[config.mk]
export PLATFORM = sky130hd
export DESIGN_NAME = temporal_rank_n_flat
export DESIGN_NICKNAME = d
export VERILOG_FILES = /design/src/rtl/temporal_pkg.sv /design/src/rtl/temporal_rank_n_if.sv /design/src/rtl/gamma_counter.sv /design/src/rtl/temporal_rank_n.sv /design/src/flat_wrapper.sv
export SDC_FILE = /design/constraint.sdc
export NUM_CORES = 1
export LEC_CHECK = 0
export BUFFER_PORTS_ARGS = -buffer_cell sky130_fd_sc_hd__buf_2
export CAP_MARGIN = 20
export CORE_MARGIN = 2
export CORE_UTILIZATION = 60
export DETAILED_ROUTE_END_ITERATION = 12
export GPL_TIMING_DRIVEN = 0
export PLACE_DENSITY = 0.88
export SLEW_MARGIN = 30
export SYNTH_ARGS = -nofsm -noshare
export SYNTH_HDL_FRONTEND = slang
export SYNTH_SLANG_ARGS = --single-unit
[constraint.sdc]
create_clock -name aclk -period 6 [get_ports aclk]
set_input_delay 0.3 -clock aclk [delete_from_list [all_inputs] [get_ports aclk]]
set_output_delay 0.3 -clock aclk [all_outputs]
set_load 0.005 [all_outputs]
[src/rtl/temporal_pkg.sv]
// Shared definitions for the race-logic temporal gates: default timing
// parameters, slot-width derivation and a population count helper.
package temporal_pkg;

    localparam int DEFAULT_GAMMA_CYCLE_WIDTH = 16;
    localparam int DEFAULT_PULSE_WIDTH       = 8;
    localparam int MAX_INPUTS                = 32;

    function automatic int tw_of(input int gamma_cycle_width);
        return $clog2(gamma_cycle_width);
    endfunction

    function automatic int popcount(input logic [MAX_INPUTS-1:0] v);
        int c;
        c = 0;
        for (int i = 0; i < MAX_INPUTS; i++) begin
            c = c + int'(v[i]);
        end
        return c;
    endfunction

endpackage

[src/rtl/temporal_rank_n_if.sv]
// Signal bundle for the k-of-N temporal rank gate.
// No valid/ready pair: inputs are sampled every aclk edge, and done is a
// one-cycle strobe qualifying y_time/y_none, which then hold until the next done.
interface temporal_rank_n_if
    import temporal_pkg::*;
#(
    parameter int N_IN              = 4,
    parameter int GAMMA_CYCLE_WIDTH = DEFAULT_GAMMA_CYCLE_WIDTH
);
    localparam int KW = $clog2(N_IN + 1);
    localparam int TW = tw_of(GAMMA_CYCLE_WIDTH);

    logic [KW-1:0]   k;
    logic [N_IN-1:0] a;
    logic            y;
    logic            done;
    logic [TW-1:0]   y_time;
    logic            y_none;

    modport master (output k, output a, input y, input done, input y_time, input y_none);
    modport slave  (input k, input a, output y, output done, output y_time, output y_none);

endinterface

[src/rtl/gamma_counter.sv]
// Free-running gamma-cycle slot counter; wrap marks the last slot of a cycle.
module gamma_counter
    import temporal_pkg::*;
#(
    parameter int GAMMA_CYCLE_WIDTH = DEFAULT_GAMMA_CYCLE_WIDTH,
    parameter int TW                = tw_of(GAMMA_CYCLE_WIDTH)
) (
    input  logic          aclk,
    input  logic          grst_n,
    output logic [TW-1:0] gcnt,
    output logic          wrap
);
    localparam logic [TW-1:0] LAST_SLOT = TW'(GAMMA_CYCLE_WIDTH - 1);

    logic [TW-1:0] gcnt_q;
    logic [TW-1:0] gcnt_d;

    always_comb begin
        gcnt_d = (gcnt_q == LAST_SLOT) ? '0 : gcnt_q + TW'(1);
    end

    always_ff @(posedge aclk or negedge grst_n) begin
        if (!grst_n) begin
            gcnt_q <= '0;
        end else begin
            gcnt_q <= gcnt_d;
        end
    end

    assign gcnt = gcnt_q;
    assign wrap = (gcnt_q == LAST_SLOT);

endmodule

[src/rtl/temporal_rank_n.sv]
// Pulse-width-coded k-of-N temporal rank gate: fires one pulse when the k-th
// channel arrives in a gamma cycle and reports the arrival slot at the wrap.
module temporal_rank_n
    import temporal_pkg::*;
#(
    parameter int N_IN              = 4,
    parameter int GAMMA_CYCLE_WIDTH = DEFAULT_GAMMA_CYCLE_WIDTH,
    parameter int PULSE_WIDTH       = DEFAULT_PULSE_WIDTH
) (
    input  logic               aclk,
    input  logic               grst_n,
    temporal_rank_n_if.slave   bus
);
    localparam int TW  = tw_of(GAMMA_CYCLE_WIDTH);
    localparam int KW  = $clog2(N_IN + 1);
    localparam int PCW = (PULSE_WIDTH > 1) ? $clog2(PULSE_WIDTH) : 1;

    logic [TW-1:0] gcnt;
    logic          wrap;
    logic          slot0;

    gamma_counter #(
        .GAMMA_CYCLE_WIDTH (GAMMA_CYCLE_WIDTH),
        .TW                (TW)
    ) u_gamma_counter (
        .aclk   (aclk),
        .grst_n (grst_n),
        .gcnt   (gcnt),
        .wrap   (wrap)
    );

    logic [N_IN-1:0]       lat_q,    lat_d;
    logic [KW-1:0]         count_q,  count_d;
    logic                  fired_q,  fired_d;
    logic [KW-1:0]         k_q,      k_d;
    logic [TW-1:0]         time_q,   time_d;
    logic                  y_q,      y_d;
    logic [PCW-1:0]        pcnt_q,   pcnt_d;
    logic                  done_q,   done_d;
    logic [TW-1:0]         y_time_q, y_time_d;
    logic                  y_none_q, y_none_d;

    logic [N_IN-1:0]       new_arr;
    logic [MAX_INPUTS-1:0] new_zext;
    logic [KW-1:0]         count_sum;
    logic [KW-1:0]         k_eff;
    logic                  fire;

    assign slot0 = (gcnt == '0);

    // In slot 0 the freshly presented k already governs, so a t=0 arrival can fire.
    always_comb begin
        k_eff    = slot0 ? bus.k : k_q;
        new_arr  = bus.a & ~lat_q;
        new_zext = '0;
        new_zext[N_IN-1:0] = new_arr;
        count_sum = count_q + KW'(popcount(new_zext));
        fire      = !fired_q && (k_eff != '0) && (count_sum >= k_eff);
    end

    always_comb begin
        lat_d    = lat_q | bus.a;
        count_d  = count_sum;
        fired_d  = fired_q | fire;
        k_d      = k_eff;
        time_d   = fire ? gcnt : time_q;
        y_d      = y_q;
        pcnt_d   = pcnt_q;
        done_d   = wrap;
        y_time_d = y_time_q;
        y_none_d = y_none_q;

        if (fire) begin
            y_d    = 1'b1;
            pcnt_d = PCW'(PULSE_WIDTH - 1);
        end else if (y_q) begin
            if (pcnt_q == '0) begin
                y_d = 1'b0;
            end else begin
                pcnt_d = pcnt_q - PCW'(1);
            end
        end

        // Wrap publishes this cycle's result (including a last-slot fire) and
        // truncates any pulse still running.
        if (wrap) begin
            y_time_d = time_d;
            y_none_d = !(fired_q | fire);
            lat_d    = '0;
            count_d  = '0;
            fired_d  = 1'b0;
            y_d      = 1'b0;
            pcnt_d   = '0;
        end
    end

    always_ff @(posedge aclk or negedge grst_n) begin
        if (!grst_n) begin
            lat_q    <= '0;
            count_q  <= '0;
            fired_q  <= 1'b0;
            k_q      <= '0;
            time_q   <= '0;
            y_q      <= 1'b0;
            pcnt_q   <= '0;
            done_q   <= 1'b0;
            y_time_q <= '0;
            y_none_q <= 1'b1;
        end else begin
            lat_q    <= lat_d;
            count_q  <= count_d;
            fired_q  <= fired_d;
            k_q      <= k_d;
            time_q   <= time_d;
            y_q      <= y_d;
            pcnt_q   <= pcnt_d;
            done_q   <= done_d;
            y_time_q <= y_time_d;
            y_none_q <= y_none_d;
        end
    end

    assign bus.y      = y_q;
    assign bus.done   = done_q;
    assign bus.y_time = y_time_q;
    assign bus.y_none = y_none_q;

endmodule

[src/flat_wrapper.sv]
// flat-port wrapper written by rule: the top's interface ports become plain ports
module temporal_rank_n_flat import temporal_pkg::*;
#(
    parameter int N_IN              = 4,
    parameter int GAMMA_CYCLE_WIDTH = DEFAULT_GAMMA_CYCLE_WIDTH,
    parameter int PULSE_WIDTH       = DEFAULT_PULSE_WIDTH
)
  (aclk, grst_n, bus_k, bus_a, bus_y, bus_done, bus_y_time, bus_y_none);
  temporal_rank_n_if #(.N_IN(N_IN), .GAMMA_CYCLE_WIDTH(GAMMA_CYCLE_WIDTH)) bus_i ();
  input  logic aclk;
  input  logic grst_n;
  input wire logic [$bits(bus_i.k)-1:0] bus_k;
  input wire logic [$bits(bus_i.a)-1:0] bus_a;
  output wire logic [$bits(bus_i.y)-1:0] bus_y;
  output wire logic [$bits(bus_i.done)-1:0] bus_done;
  output wire logic [$bits(bus_i.y_time)-1:0] bus_y_time;
  output wire logic [$bits(bus_i.y_none)-1:0] bus_y_none;
  assign bus_i.k = bus_k;
  assign bus_i.a = bus_a;
  assign bus_y = bus_i.y;
  assign bus_done = bus_i.done;
  assign bus_y_time = bus_i.y_time;
  assign bus_y_none = bus_i.y_none;
  temporal_rank_n #(.N_IN(N_IN), .GAMMA_CYCLE_WIDTH(GAMMA_CYCLE_WIDTH), .PULSE_WIDTH(PULSE_WIDTH)) u_core (.aclk(aclk), .grst_n(grst_n), .bus(bus_i));
endmodule
=== Word-level counts from Yosys, hierarchy flattened ===
Cells that the tools add are included.

* Memory bits (writable): 0
* Input port bits: 9
* ROM bits: 0
* Latch bits: 0
* Register bits: 29
* Output and inout bits: 7
* Memories: 0
* Logic and storage cells: 47

* Bitwise logic cells: 4
* Add/subtract/negate cells: 6
* Reduce and logical (&&, ||, !) cells: 9
* Magnitude comparators: 1
* $mul: 0
* Eq/ne operators: 2
* Divide/modulo/power cells: 0
* Shift operators: 0
* Mux-type cells: 14

{| class="wikitable"
|+ Operators by type and width
! kind !! count
|-
| $mux 3 || 6
|-
| $mux 4 || 3
|-
| $add 3x2->3 || 2
|-
| $reduce_bool 3->1 || 2
|-
| $mux 1 || 5
|-
| $add 4x1->4 const B || 1
|-
| $and 4x4->4 || 1
|-
| $eq 4x4->1 const B || 1
|-
| $logic_not 4->1 || 1
|-
| $not 4->4 || 1
|-
| $or 4x4->4 || 1
|-
| $add 3x3->3 || 1
|-
| $ge 3x3->1 || 1
|-
| $logic_not 3->1 || 1
|-
| $ne 3x1->1 const B || 1
|-
| $sub 3x1->3 const B || 1
|-
| $add 1x1->2 || 1
|-
| $logic_and 1x1->1 || 2
|-
| $logic_not 1->1 || 2
|-
| $reduce_and 2->1 || 1
|-
| $or 1x1->1 || 1
|}

=== Longest topological paths before layout ===
Gate-level depths: netlist of the first run.

* Depth in word-level cells: 10
* Mapped depth: 12
* Gate-level depth less buffers: 11

=== By module ===
From an unflattened synthesis of the first run, not the netlist that was laid out.

* Cells, all modules: 120
* Area, all modules: 1,395.1 um^2

{| class="wikitable"
|+ Modules (own cells, without submodules)
! module !! instances !! cells an instance !! area each (um^2) !! sequential area each (um^2)
|-
| temporal_rank_n || 1 || 107 || 1,226.2 || 626.9
|-
| gamma_counter || 1 || 13 || 168.9 || 100.1
|}

=== Least setup slack after synthesis of the first run ===
No wires, ideal clock.

* Path type: input-to-reg
* Start point: input port bus_a[0]
* End point: register u_core.time_q[3]
* Data arrival time: 3.212 ns
* Required time: 5.875 ns
* Library setup time: 0.125 ns
* Stages: 12
* Path buffers: 1
* Setup slack: 2.663 ns
* Cells stage by stage: nor2b_1 -> ha_1 -> fa_1 -> ha_1 -> fa_1 -> xnor2_1 -> xnor2_1 -> ha_1 -> a211oi_1 -> or3_1 -> buf_6 -> mux2_4

* Word-level cells in the longest chain between the ends: 8

{| class="wikitable"
|+ RTL lines
! element !! RTL line !! RTL
|-
| start, declared || flat_wrapper.sv:13 || <nowiki>input wire logic [$bits(bus_i.a)-1:0] bus_a;</nowiki>
|-
| $and 4x4->4 || temporal_rank_n.sv:54 || <nowiki>new_arr = bus.a & ~lat_q;</nowiki>
|-
| $add 1x1->2 || temporal_pkg.sv:17 || <nowiki>c = c + int'(v[i]);</nowiki>
|-
| $add 3x2->3 (2 in series) || temporal_pkg.sv:17 ||
|-
| $add 3x3->3 || temporal_rank_n.sv:57 || <nowiki>count_sum = count_q + KW'(popcount(new_zext));</nowiki>
|-
| $ge 3x3->1 || temporal_rank_n.sv:58 || <nowiki>fire = !fired_q && (k_eff != '0) && (count_sum >= k_eff);</nowiki>
|-
| $logic_and 1x1->1 || temporal_rank_n.sv:58 ||
|-
| $mux 4 || temporal_rank_n.sv:66 || <nowiki>time_d = fire ? gcnt : time_q;</nowiki>
|-
| net u_core.time_d[3] || temporal_rank_n.sv:36 || <nowiki>logic [TW-1:0] time_q, time_d;</nowiki>
|-
| end signal, assigned || temporal_rank_n.sv:114 || <nowiki>time_q <= time_d;</nowiki>
|-
| end, declared || temporal_rank_n.sv:36 ||
|}

The timed path passes the listed nets, and every way through them passes these cells.
A chain may end at the register's enable or synchronous reset.

=== Final worst setup path of the first run ===
* Start point: register u_core.lat_q[0]
* End point: register u_core.time_q[3]

* Word-level cells in the longest chain between the ends: 9

{| class="wikitable"
|+ RTL lines
! element !! RTL line !! RTL
|-
| start, declared || temporal_rank_n.sv:32 || <nowiki>logic [N_IN-1:0] lat_q, lat_d;</nowiki>
|-
| start signal, assigned || temporal_rank_n.sv:110 || <nowiki>lat_q <= lat_d;</nowiki>
|-
| $not 4->4 || temporal_rank_n.sv:54 ||
|-
| $and 4x4->4 || temporal_rank_n.sv:54 ||
|-
| $add 1x1->2 || temporal_pkg.sv:17 ||
|-
| $add 3x2->3 (2 in series) || temporal_pkg.sv:17 ||
|-
| $add 3x3->3 || temporal_rank_n.sv:57 ||
|-
| $ge 3x3->1 || temporal_rank_n.sv:58 ||
|-
| $logic_and 1x1->1 || temporal_rank_n.sv:58 ||
|-
| $mux 4 || temporal_rank_n.sv:66 ||
|-
| net u_core.time_d[3] || temporal_rank_n.sv:36 ||
|}

The timed path passes the listed nets, and every way through them passes these cells.

==> results.toml, run 1 <==
[status]
status = "finished clean"

[hold_path]
hp-class = "in -> reg"

[cells_and_area]
layout-drive-gt1-share = 0.210
area_growth_pct = 13.2
fin_util = 0.709
layout.nets = 163
final_area_sq_um = 1540
insertedDiodeCount = 0

[run]
drv_cap = 0

[placement]
portBuffers = 15
hpwl_microns = 1680
dp_slack_ps = 2270
place_congestion = 0.778
place_area_sq_um = 1470

[global_route]
grt_pass1_vias = 909
grt_overflow_total = 0
antenna_found_initial = 0
grt_usage = 0.212
grt_pass1_wl_microns = 3890
grt_max_degree = 30

[drt]
routedWlPerCell_microns = 13.4
initialDrtViolationCount = 13
viasPerCell = 5.26
drcViolationCount = 0
vias = 900
dr.pass1.iters = 4
postRouteWirelength_microns = 2290
detail-route-antenna-nets = 0

[die]
die_x_microns = 51.6
die_area_sq_um = 2660
num_rows = 17
core_area_sq_um = 2170
initial_core_util = 0.626
die_h_microns = 51.6
io_pins = 16

[clock_network]
cts_root_buffer = "clkbuf_4"
insertion_delay_ps = 340
numCtsBuffers = 5
clkSinkCount = 29
clk_pin_slew_worst_paths_ps = 90
clk_path_buf_depth = 2
htree_levels = 2
cts-resized-gates = 0
cts_tree = "built"

[worst_setup_path]
crit_family = "adder cells"
worstPathCellList = "nor2b_1 -> ha_1 -> fa_1 -> ha_1 -> fa_1 -> xnor2_1 -> xnor2_1 -> ha_1 -> a211oi_1 -> or3_1 -> buf_6 -> mux2_4"
rr_endpoint = "u_core.time_q[3]$_DFF_PN0_"
end_kind = "flip-flop"
critPathBufInv = 1
crit_arrival_ps = 3860
crit_type = "reg -> reg"
slowest_stage = "a211oi_1"
cp-endpoint = "u_core.time_q[3]$_DFF_PN0_"
crit_cells = 12
cpPeakStageDelay_ps = 550
crit_fanout = 7
start_kind = "flip-flop"
rr_startpoint = "u_core.lat_q[0]$_DFF_PN0_"
cp_data_required_time_ps = 6230
ff2ff_path_depth = 12
r2r_slack_ps = 2370
startpoint = "u_core.lat_q[0]$_DFF_PN0_"
cpMostUsedCell = "ha_1"

[sta]
slew-limit-headroom = 0.580
fmax_mhz = 276
skew_ps = 12.9
drv_slew = 0
hold_viol = 0
worst_slack_ps = 2370
setup_tns_ps = 0
setup_viol = 0
layout_min_cycle_time_ps = 3630
max_slew.worst_pin.slew_ps = 627
holdWs_ps = 203
fin_crit_sh = 0.605
rsz0062_at_grt = "false"

[pwr]
peakVddDrop_uv = 238
p_per_area_nw_per_um2 = 362
leakage_nw = 0.755

[logic_synthesis]
synth_cell_types = 33
synth_seq_cells = 29
synth_area_sq_um = 1360
syn-num-nets = 140
syn-mean-instance-area_sq_um = 11.4
ys_seq_area_frac = 0.535
syn_inst = 119
ys.warnings.count = 0
==> cells by family after synthesis <==
kind of cell               Yosys count  share of synthesized area
AOI/OAI and AO/OA                   20                     0.0939
xor gates and xnor gates             4                     0.0258
and+or+nand+nor                     36                      0.132
muxes                                6                     0.0534
DFF                                 29                      0.535
adders and majority gates           12                      0.122
buffers and inverters               12                     0.0387
==> what timing repair did <==
action	in CTS	in global routing
endpoints found under the setup margin	0	0
endpoints found under the hold margin	28	0
hold buffers	1	0
setup buffers	0	0
==> worst min-delay path by stage <==
stage                        start                         to  slack [ps]  depth (start not counted)
after floorplan             grst_n  u_core.bus.done$_DFF_PN0_           4                          0
after global placement      grst_n  u_core.bus.done$_DFF_PN0_         340                          1
after detailed placement    grst_n  u_core.lat_q[0]$_DFF_PN0_         350                          1
after CTS                 bus_a[3]  u_core.lat_q[3]$_DFF_PN0_         190                          3
after global routing      bus_a[0]  u_core.lat_q[0]$_DFF_PN0_         210                          3
final                     bus_a[3]  u_core.lat_q[3]$_DFF_PN0_         200                          3
==> cells in the mapped netlist <==
cell type	count	area share
inv_1	9	0.025
nor3b_2	1	0.0092
mux2_4	2	0.022
a21oi_1	6	0.022
nand2b_1	1	0.0046
dfrtp_1	28	0.52
or4_1	2	0.011
and2_1	2	0.0092
dfstp_2	1	0.019
o41ai_1	1	0.0064
xnor2_1	3	0.019
o21ai_0	2	0.0074
or3_1	1	0.0046
buf_6	1	0.0083
mux2i_1	2	0.015
clkbuf_1	1	0.0028
or2_2	1	0.0046
o31ai_1	3	0.017
mux2_2	2	0.017
fa_1	2	0.029
ha_1	10	0.092
o21a_1	1	0.0055
nor2_1	16	0.044
a211oi_1	1	0.0055
nand3_1	1	0.0037
nor3_1	3	0.011
a31o_2	1	0.0064
nand2_1	4	0.011
xor2_1	1	0.0064
nor2b_1	4	0.018
o21bai_1	1	0.0055
clkinv_1	1	0.0028
a31oi_1	4	0.018
==> sequential cells by signal (all words and copies together) (netlist names) <==
signal and cells:
u_core.pcnt_q 3, u_core.bus.y 1, u_core.fired_q 1, u_core.k_q 3, u_core.bus.y_none 1, u_core.u_gamma_counter.gcnt 4
u_core.count_q 3, u_core.bus.done 1, u_core.lat_q 4, u_core.bus.y_time 4, u_core.time_q 4
==> report_power, final <==
part	switching (mW)	internal, mW	leakage, nW
Clock	0.0640	0.0577	0.0326
Sequential	0.0218	0.241	0.357
Combinational	0.0860	0.0857	0.365
==> metal layers <==
| layer | global-route usage | share of wire |
|---|---|---|
| met5 | 0 | 0 |
| met4 | 0.154 | 0.022 |
| met3 | 0.0632 | 0.043 |
| met2 | 0.340 | 0.50 |
| met1 | 0.240 | 0.44 |
==> worst register-to-register path: stages (launching register included) <==
cell and delay (ps):
dfrtp_1 390, nor2b_1 130, ha_1 260, fa_1 470, ha_1 220, fa_1 370, xnor2_1 200, xnor2_1 110
ha_1 200, a211oi_1 550, or3_1 210, buf_6 120, mux2_4 300
==> layout make-up <==
class / instances / area (sq um)
buffer: 2 / 15.0
tap: 28 / 35.0
fill: 174 / 632
timing repair buffer: 16 / 85.1
sequential: 29 / 727
inverter: 10 / 37.5
multi-input combinational: 78 / 579
clock buffer: 8 / 58.8
==> through the flow <==
stage,std cells,power (mW)
detailed placement,162,0.441
finish,171,0.556
floorplan,119,0.386
CTS,171,0.565
global route,171,0.601
global placement,162,0.426
==> cell usage in the layout (no fill, tap or decap) <==
master	Yosys	final
a31o_2	1	1
buf_2	0	15
o41ai_1	1	1
clkinv_1	1	1
clkbuf_1	1	3
a31oi_1	4	4
nor2b_1	4	4
o21bai_1	1	1
o31ai_1	3	3
ha_1	10	10
dfrtp_1	28	28
fa_1	2	2
clkbuf_4	0	5
inv_1	9	9
or3_1	1	1
dlygate4sd3_1	0	1
buf_6	1	1
nand3_1	1	1
a211oi_1	1	1
o21a_1	1	1
nor3b_2	1	1
and2_1	2	2
mux2i_1	2	2
xnor2_1	3	3
clkbuf_8	0	1
nor2_1	16	16
nor3_1	3	3
dfstp_2	1	1
or4_1	2	2
nand2_1	4	4
o21ai_0	2	2
or2_2	1	1
nand2b_1	1	1
xor2_1	1	1
mux2_2	2	2
mux2_4	2	2
a21oi_1	6	6
(Power assumes the default switching activity.)
==> inputs of run 2 (changes only) <==
--- a/config.mk
+++ b/config.mk
@@ -8,10 +8,10 @@
 export BUFFER_PORTS_ARGS = -buffer_cell sky130_fd_sc_hd__buf_2
 export CAP_MARGIN = 20
 export CORE_MARGIN = 2
-export CORE_UTILIZATION = 60
+export CORE_UTILIZATION = 56
 export DETAILED_ROUTE_END_ITERATION = 12
 export GPL_TIMING_DRIVEN = 0
-export PLACE_DENSITY = 0.88
+export PLACE_DENSITY = 0.83
 export SLEW_MARGIN = 30
 export SYNTH_ARGS = -nofsm -noshare
 export SYNTH_HDL_FRONTEND = slang
==> constraint.sdc (replaced) <==
create_clock -name aclk -period 3.5 [get_ports aclk]
set_input_delay 0.175 -clock aclk [delete_from_list [all_inputs] [get_ports aclk]]
set_output_delay 0.175 -clock aclk [all_outputs]
set_load 0.005 [all_outputs]
==> run 2 against run 1 <==
- core utilization decreased by 0.40 points
- first-iteration DRC count decreased by 54%
- non-clock buffer count unchanged
- worst setup slack got worse by 2300 ps
- critical path type unchanged
- largest cell class unchanged
- largest power group unchanged
==> results.toml, run 2 (synthesis results as in run 1) <==
[status]
status = "finished clean"

[drt]
drcViolationCount = 0
routedWlPerCell_microns = 13.4
wl_met1_microns = 995
wl_met2_microns = 1160
postRouteWirelength_microns = 2290
vias = 932
initialDrtViolationCount = 6
top_layer = "met4"
detail-route-antenna-nets = 0
viasPerCell = 5.45
met3RoutedLength_microns = 93
dr.pass1.iters = 4

[sta]
hold_viol = 0
slew-limit-headroom = 0.575
rsz0062_at_grt = "true"
worst_slack_ps = 123
skew_ps = 5.72
setup_viol = 0
drv_slew = 0
fmax_mhz = 296
layout_min_cycle_time_ps = 3380
setup_tns_ps = 0
holdWs_ps = 95.1
max_slew.worst_pin.slew_ps = 638
fin_crit_sh = 0.965

[placement]
portBuffers = 15
dp_slack_ps = -140
place_area_sq_um = 1470
place_congestion = 0.769
numPlacedInstances = 162
hpwl_microns = 1730

[die]
die_area_sq_um = 2840
io_pins = 16
die_x_microns = 53.3
num_rows = 17
initial_core_util = 0.603
die_h_microns = 53.3
core_area_sq_um = 2250

[cells_and_area]
final_area_sq_um = 1590
stdcell_count = 171
final_common_cell = "dfrtp_1"
insertedDiodeCount = 0
area_growth_pct = 16.9
layout-drive-gt1-share = 0.259
fin_util = 0.705
layout.nets = 163
final_cell_mix = "dfrtp_1, nor2_1, buf_2"

[clock_network]
htree_levels = 2
insertion_delay_ps = 310
numCtsBuffers = 5
cts_root_buffer = "clkbuf_4"
clk_path_buf_depth = 2
cts_tree = "built"
clk_pin_slew_worst_paths_ps = 80
clkSinkCount = 29

[worst_setup_path]
crit_type = "reg -> reg"
ff2ff_path_depth = 12
cp_data_required_time_ps = 3700
end_kind = "flip-flop"
crit_arrival_ps = 3580
r2r_slack_ps = 120
start_kind = "flip-flop"
crit_fanout = 7

[global_route]
grt_pass1_wl_microns = 3990
grt_pass1_vias = 943
grt_overflow_total = 0
grt_max_degree = 30
antenna_found_initial = 0
grt_usage = 0.207

[pwr]
peakVddDrop_uv = 386
leakage_nw = 0.760
power_mw = 0.978
p_per_area_nw_per_um2 = 616

[hold_path]
hold_path_depth = 3
hp-class = "in -> reg"

[run]
drv_cap = 0
-- run 2: power breakdown --
group          internal [mW]  total (mW)  leakage [nW]  switching (mW)
registers              0.413       0.449         0.357          0.0359
clock network         0.0799       0.182        0.0265           0.102
logic                  0.182       0.348         0.376           0.166
total                  0.675       0.978         0.760           0.304
-- run 2: repair_timing --
item | 4_1_cts | 5_1_grt
pin swaps | 0 | 5
buffers inserted | 0 | 0
gates resized for setup | 2 | 9
endpoints found under the hold margin | 28 | 0
endpoints found under the setup margin | 2 | 5
hold buffers | 1 | 0
-- run 2: layout make-up --
type / count / area [sq um]
fillers: 181 / 666
inverters: 10 / 37.5
well taps: 28 / 35.0
flip-flops and latches: 29 / 727
plain buffers: 2 / 15.0
repair buffers: 16 / 85.1
clock buffers: 8 / 48.8
multi-input cells: 78 / 641
-- run 2: layer usage --
layer / vias up / track usage
met3: 8 / 0.0876
met1: 455 / 0.229
met2: 18 / 0.348
met5: - / 0
li1: 451 / -
met4: 0 / 0.0812
-- run 2: final timing paths --
kind | start | endpoint
max | u_core.lat_q[1]$_DFF_PN0_ | u_core.time_q[3]$_DFF_PN0_
min | bus_a[0] | u_core.lat_q[0]$_DFF_PN0_
max reg2reg | u_core.lat_q[1]$_DFF_PN0_ | u_core.time_q[3]$_DFF_PN0_
min reg2reg | u_core.bus.y_none$_DFFE_PN1P_ | u_core.bus.y_none$_DFFE_PN1P_
max in group asynchronous | grst_n | u_core.pcnt_q[2]$_DFFE_PN0P_
min in group asynchronous | grst_n | u_core.u_gamma_counter.gcnt[1]$_DFF_PN0_
-- run 2: critical path, cell delays in order (launching register included) --
cell and delay (ps):
dfrtp_1 380, nor2b_1 120, ha_1 260, fa_1 490, ha_2 190, fa_2 360
xnor2_2 160, xnor2_2 170, ha_4 290, o21bai_4 90, or3_4 340, buf_6 140
mux2_4 290
==> inputs of run 3 (changes only) <==
--- a/config.mk
+++ b/config.mk
@@ -8,10 +8,9 @@
 export BUFFER_PORTS_ARGS = -buffer_cell sky130_fd_sc_hd__buf_2
 export CAP_MARGIN = 20
 export CORE_MARGIN = 2
-export CORE_UTILIZATION = 56
+export CORE_UTILIZATION = 45
 export DETAILED_ROUTE_END_ITERATION = 12
-export GPL_TIMING_DRIVEN = 0
-export PLACE_DENSITY = 0.83
+export PLACE_DENSITY = 0.7
 export SLEW_MARGIN = 30
 export SYNTH_ARGS = -nofsm -noshare
 export SYNTH_HDL_FRONTEND = slang
==> run 3 against run 2 <==
- the run now ends with design-rule violations left
- highest routed layer unchanged
- largest power group unchanged
- sequential power hardly changed
- count of clock-buffer cells in the layout stayed put
- clock power is 2% higher
- combinational power is 8.3% lower
- die area is 23% higher
- clock skew is 2.6 ps lower
- global-route usage is 5.1 points lower
- via count is 2.6% lower
- design area is 1.6% lower
- critical path depth is 1 lower
- worst setup slack better by 37 ps
==> results.toml, run 3 (synthesis results as in run 1) <==
[cells_and_area]
final_common_cell = "dfrtp_1"
final_cell_mix = "dfrtp_1, nor2_1, buf_2"
insertedDiodeCount = 0
area_growth_pct = 15.1
seq_area_sq_um = 727
layout.nets = 163
layout-drive-gt1-share = 0.259
nFillCells = 256
multiInputGateArea_sq_um = 612

[sta]
drv_slew = 0
slew-limit-headroom = 0.573
skew_ps = 3.09
fin_crit_sh = 0.954
fmax_mhz = 299
setup_tns_ps = 0
worst_slack_ps = 160
rsz0062_at_grt = "false"
max_slew.worst_pin.slew_ps = 640
setup_viol = 0
hold_viol = 0
layout_min_cycle_time_ps = 3340

[run]
drv_cap = 0

[pwr]
peakVddDrop_uv = 230
p_per_area_nw_per_um2 = 609
leakage_nw = 0.763

[clock_network]
htree_levels = 2
cts_root_buffer = "clkbuf_4"
numCtsBuffers = 5
clk_path_buf_depth = 2
clkSinkCount = 29
clk_pin_slew_worst_paths_ps = 80
cts_tree = "built"
insertion_delay_ps = 330
post-cts-setup-buffers = 0

[die]
die_area_sq_um = 3480
die_x_microns = 59.0
initial_core_util = 0.484
die_h_microns = 59.0
io_pins = 16
num_rows = 19
core_area_sq_um = 2810

[placement]
dp_slack_ps = 145
hpwl_microns = 1580
place_congestion = 0.746
portBuffers = 15

[hold_path]
hp-class = "in -> reg"
hold_path_depth = 3

[drt]
viasPerCell = 5.22
dr.pass1.iters = 8
routedWlPerCell_microns = 12.9
postRouteWirelength_microns = 2240
initialDrtViolationCount = 22
vias = 908
drcViolationCount = 1
detail-route-antenna-nets = 0

[worst_setup_path]
cp-endpoint = "u_core.time_q[3]$_DFF_PN0_"
crit_type = "reg -> reg"
ff2ff_path_depth = 11
rr_startpoint = "u_core.lat_q[1]$_DFF_PN0_"
cp_data_required_time_ps = 3720
crit_fanout = 6
r2r_slack_ps = 160
startpoint = "u_core.lat_q[1]$_DFF_PN0_"
start_kind = "flip-flop"
rr_endpoint = "u_core.time_q[3]$_DFF_PN0_"
crit_arrival_ps = 3560
end_kind = "flip-flop"

[global_route]
antenna_found_initial = 0
grt_pass1_vias = 898
grt_usage = 0.156
grt_pass1_wl_microns = 3860
grt_overflow_total = 0
grt_max_degree = 30

[status]
status = "complete, but fails checks"
violations = "design-rule violations"
==> run 3: power by group <==
| group | leakage, nW | internal, mW | switching, mW |
|---|---|---|---|
| clock | 0.0265 | 0.0798 | 0.106 |
| combinational | 0.379 | 0.166 | 0.153 |
| sequential | 0.357 | 0.413 | 0.0343 |
| total | 0.763 | 0.659 | 0.294 |
==> run 3: worst min path at each step <==
stage | to | startpoint | slack, ps
floorplan | u_core.bus.done$_DFF_PN0_ | grst_n | -120
global placement | u_core.bus.y_time[1]$_DFFE_PN0P_ | grst_n | 230
detailed placement | u_core.bus.y_time[3]$_DFFE_PN0P_ | grst_n | 240
CTS | u_core.lat_q[3]$_DFF_PN0_ | bus_a[3] | 70
global route | u_core.lat_q[1]$_DFF_PN0_ | bus_a[1] | 90
finish | u_core.lat_q[3]$_DFF_PN0_ | bus_a[3] | 80
==> run 3: final cells by class <==
cell class / count / share of cell area
Sequential cell: 29 / 0.465
Multi-Input combinational cell: 78 / 0.391
Inverter: 10 / 0.0240
Clock buffer: 8 / 0.0312
Timing Repair Buffer: 18 / 0.0640
Tap cell: 31 / 0.0248
==> run 3: critical path, stage by stage, from the launching register on <==
cell	delay (ps)
dfrtp_1	390
nor2b_1	120
ha_1	250
fa_1	460
ha_1	220
fa_2	350
xnor2_2	160
xnor2_2	150
ha_2	330
o21bai_2	120
or3_1	370
mux2_4	310
==> run 3: metrics by stage <==
step	std cells	hold WS (ps)	cell area (sq um)	utilization	total power, mW
floorplan	119	-121	1360	-	0.662
global placement	165	233	1470	0.525	0.739
detailed placement	165	236	1470	0.525	0.750
CTS	174	71.0	1530	0.546	0.943
global route	174	87.9	1560	0.558	1.03
finish	174	82.9	1560	0.558	0.952
==> run 3: repair_timing <==
| item | CTS | global route |
|---|---|---|
| hold buffers | 1 | 0 |
| hold endpoints to repair | 28 | 0 |
| resized for setup | 0 | 7 |
| endpoints found under the setup margin | 0 | 10 |
==> run 3: routing by layer <==
metal | share of wire | vias to the layer above | track usage
li1 | - | 456 | -
met1 | 0.48 | 429 | 0.191
met2 | 0.44 | 16 | 0.233
met3 | 0.042 | 7 | 0.0462
met4 | 0.033 | 0 | 0.114
met5 | 0 | - | 0
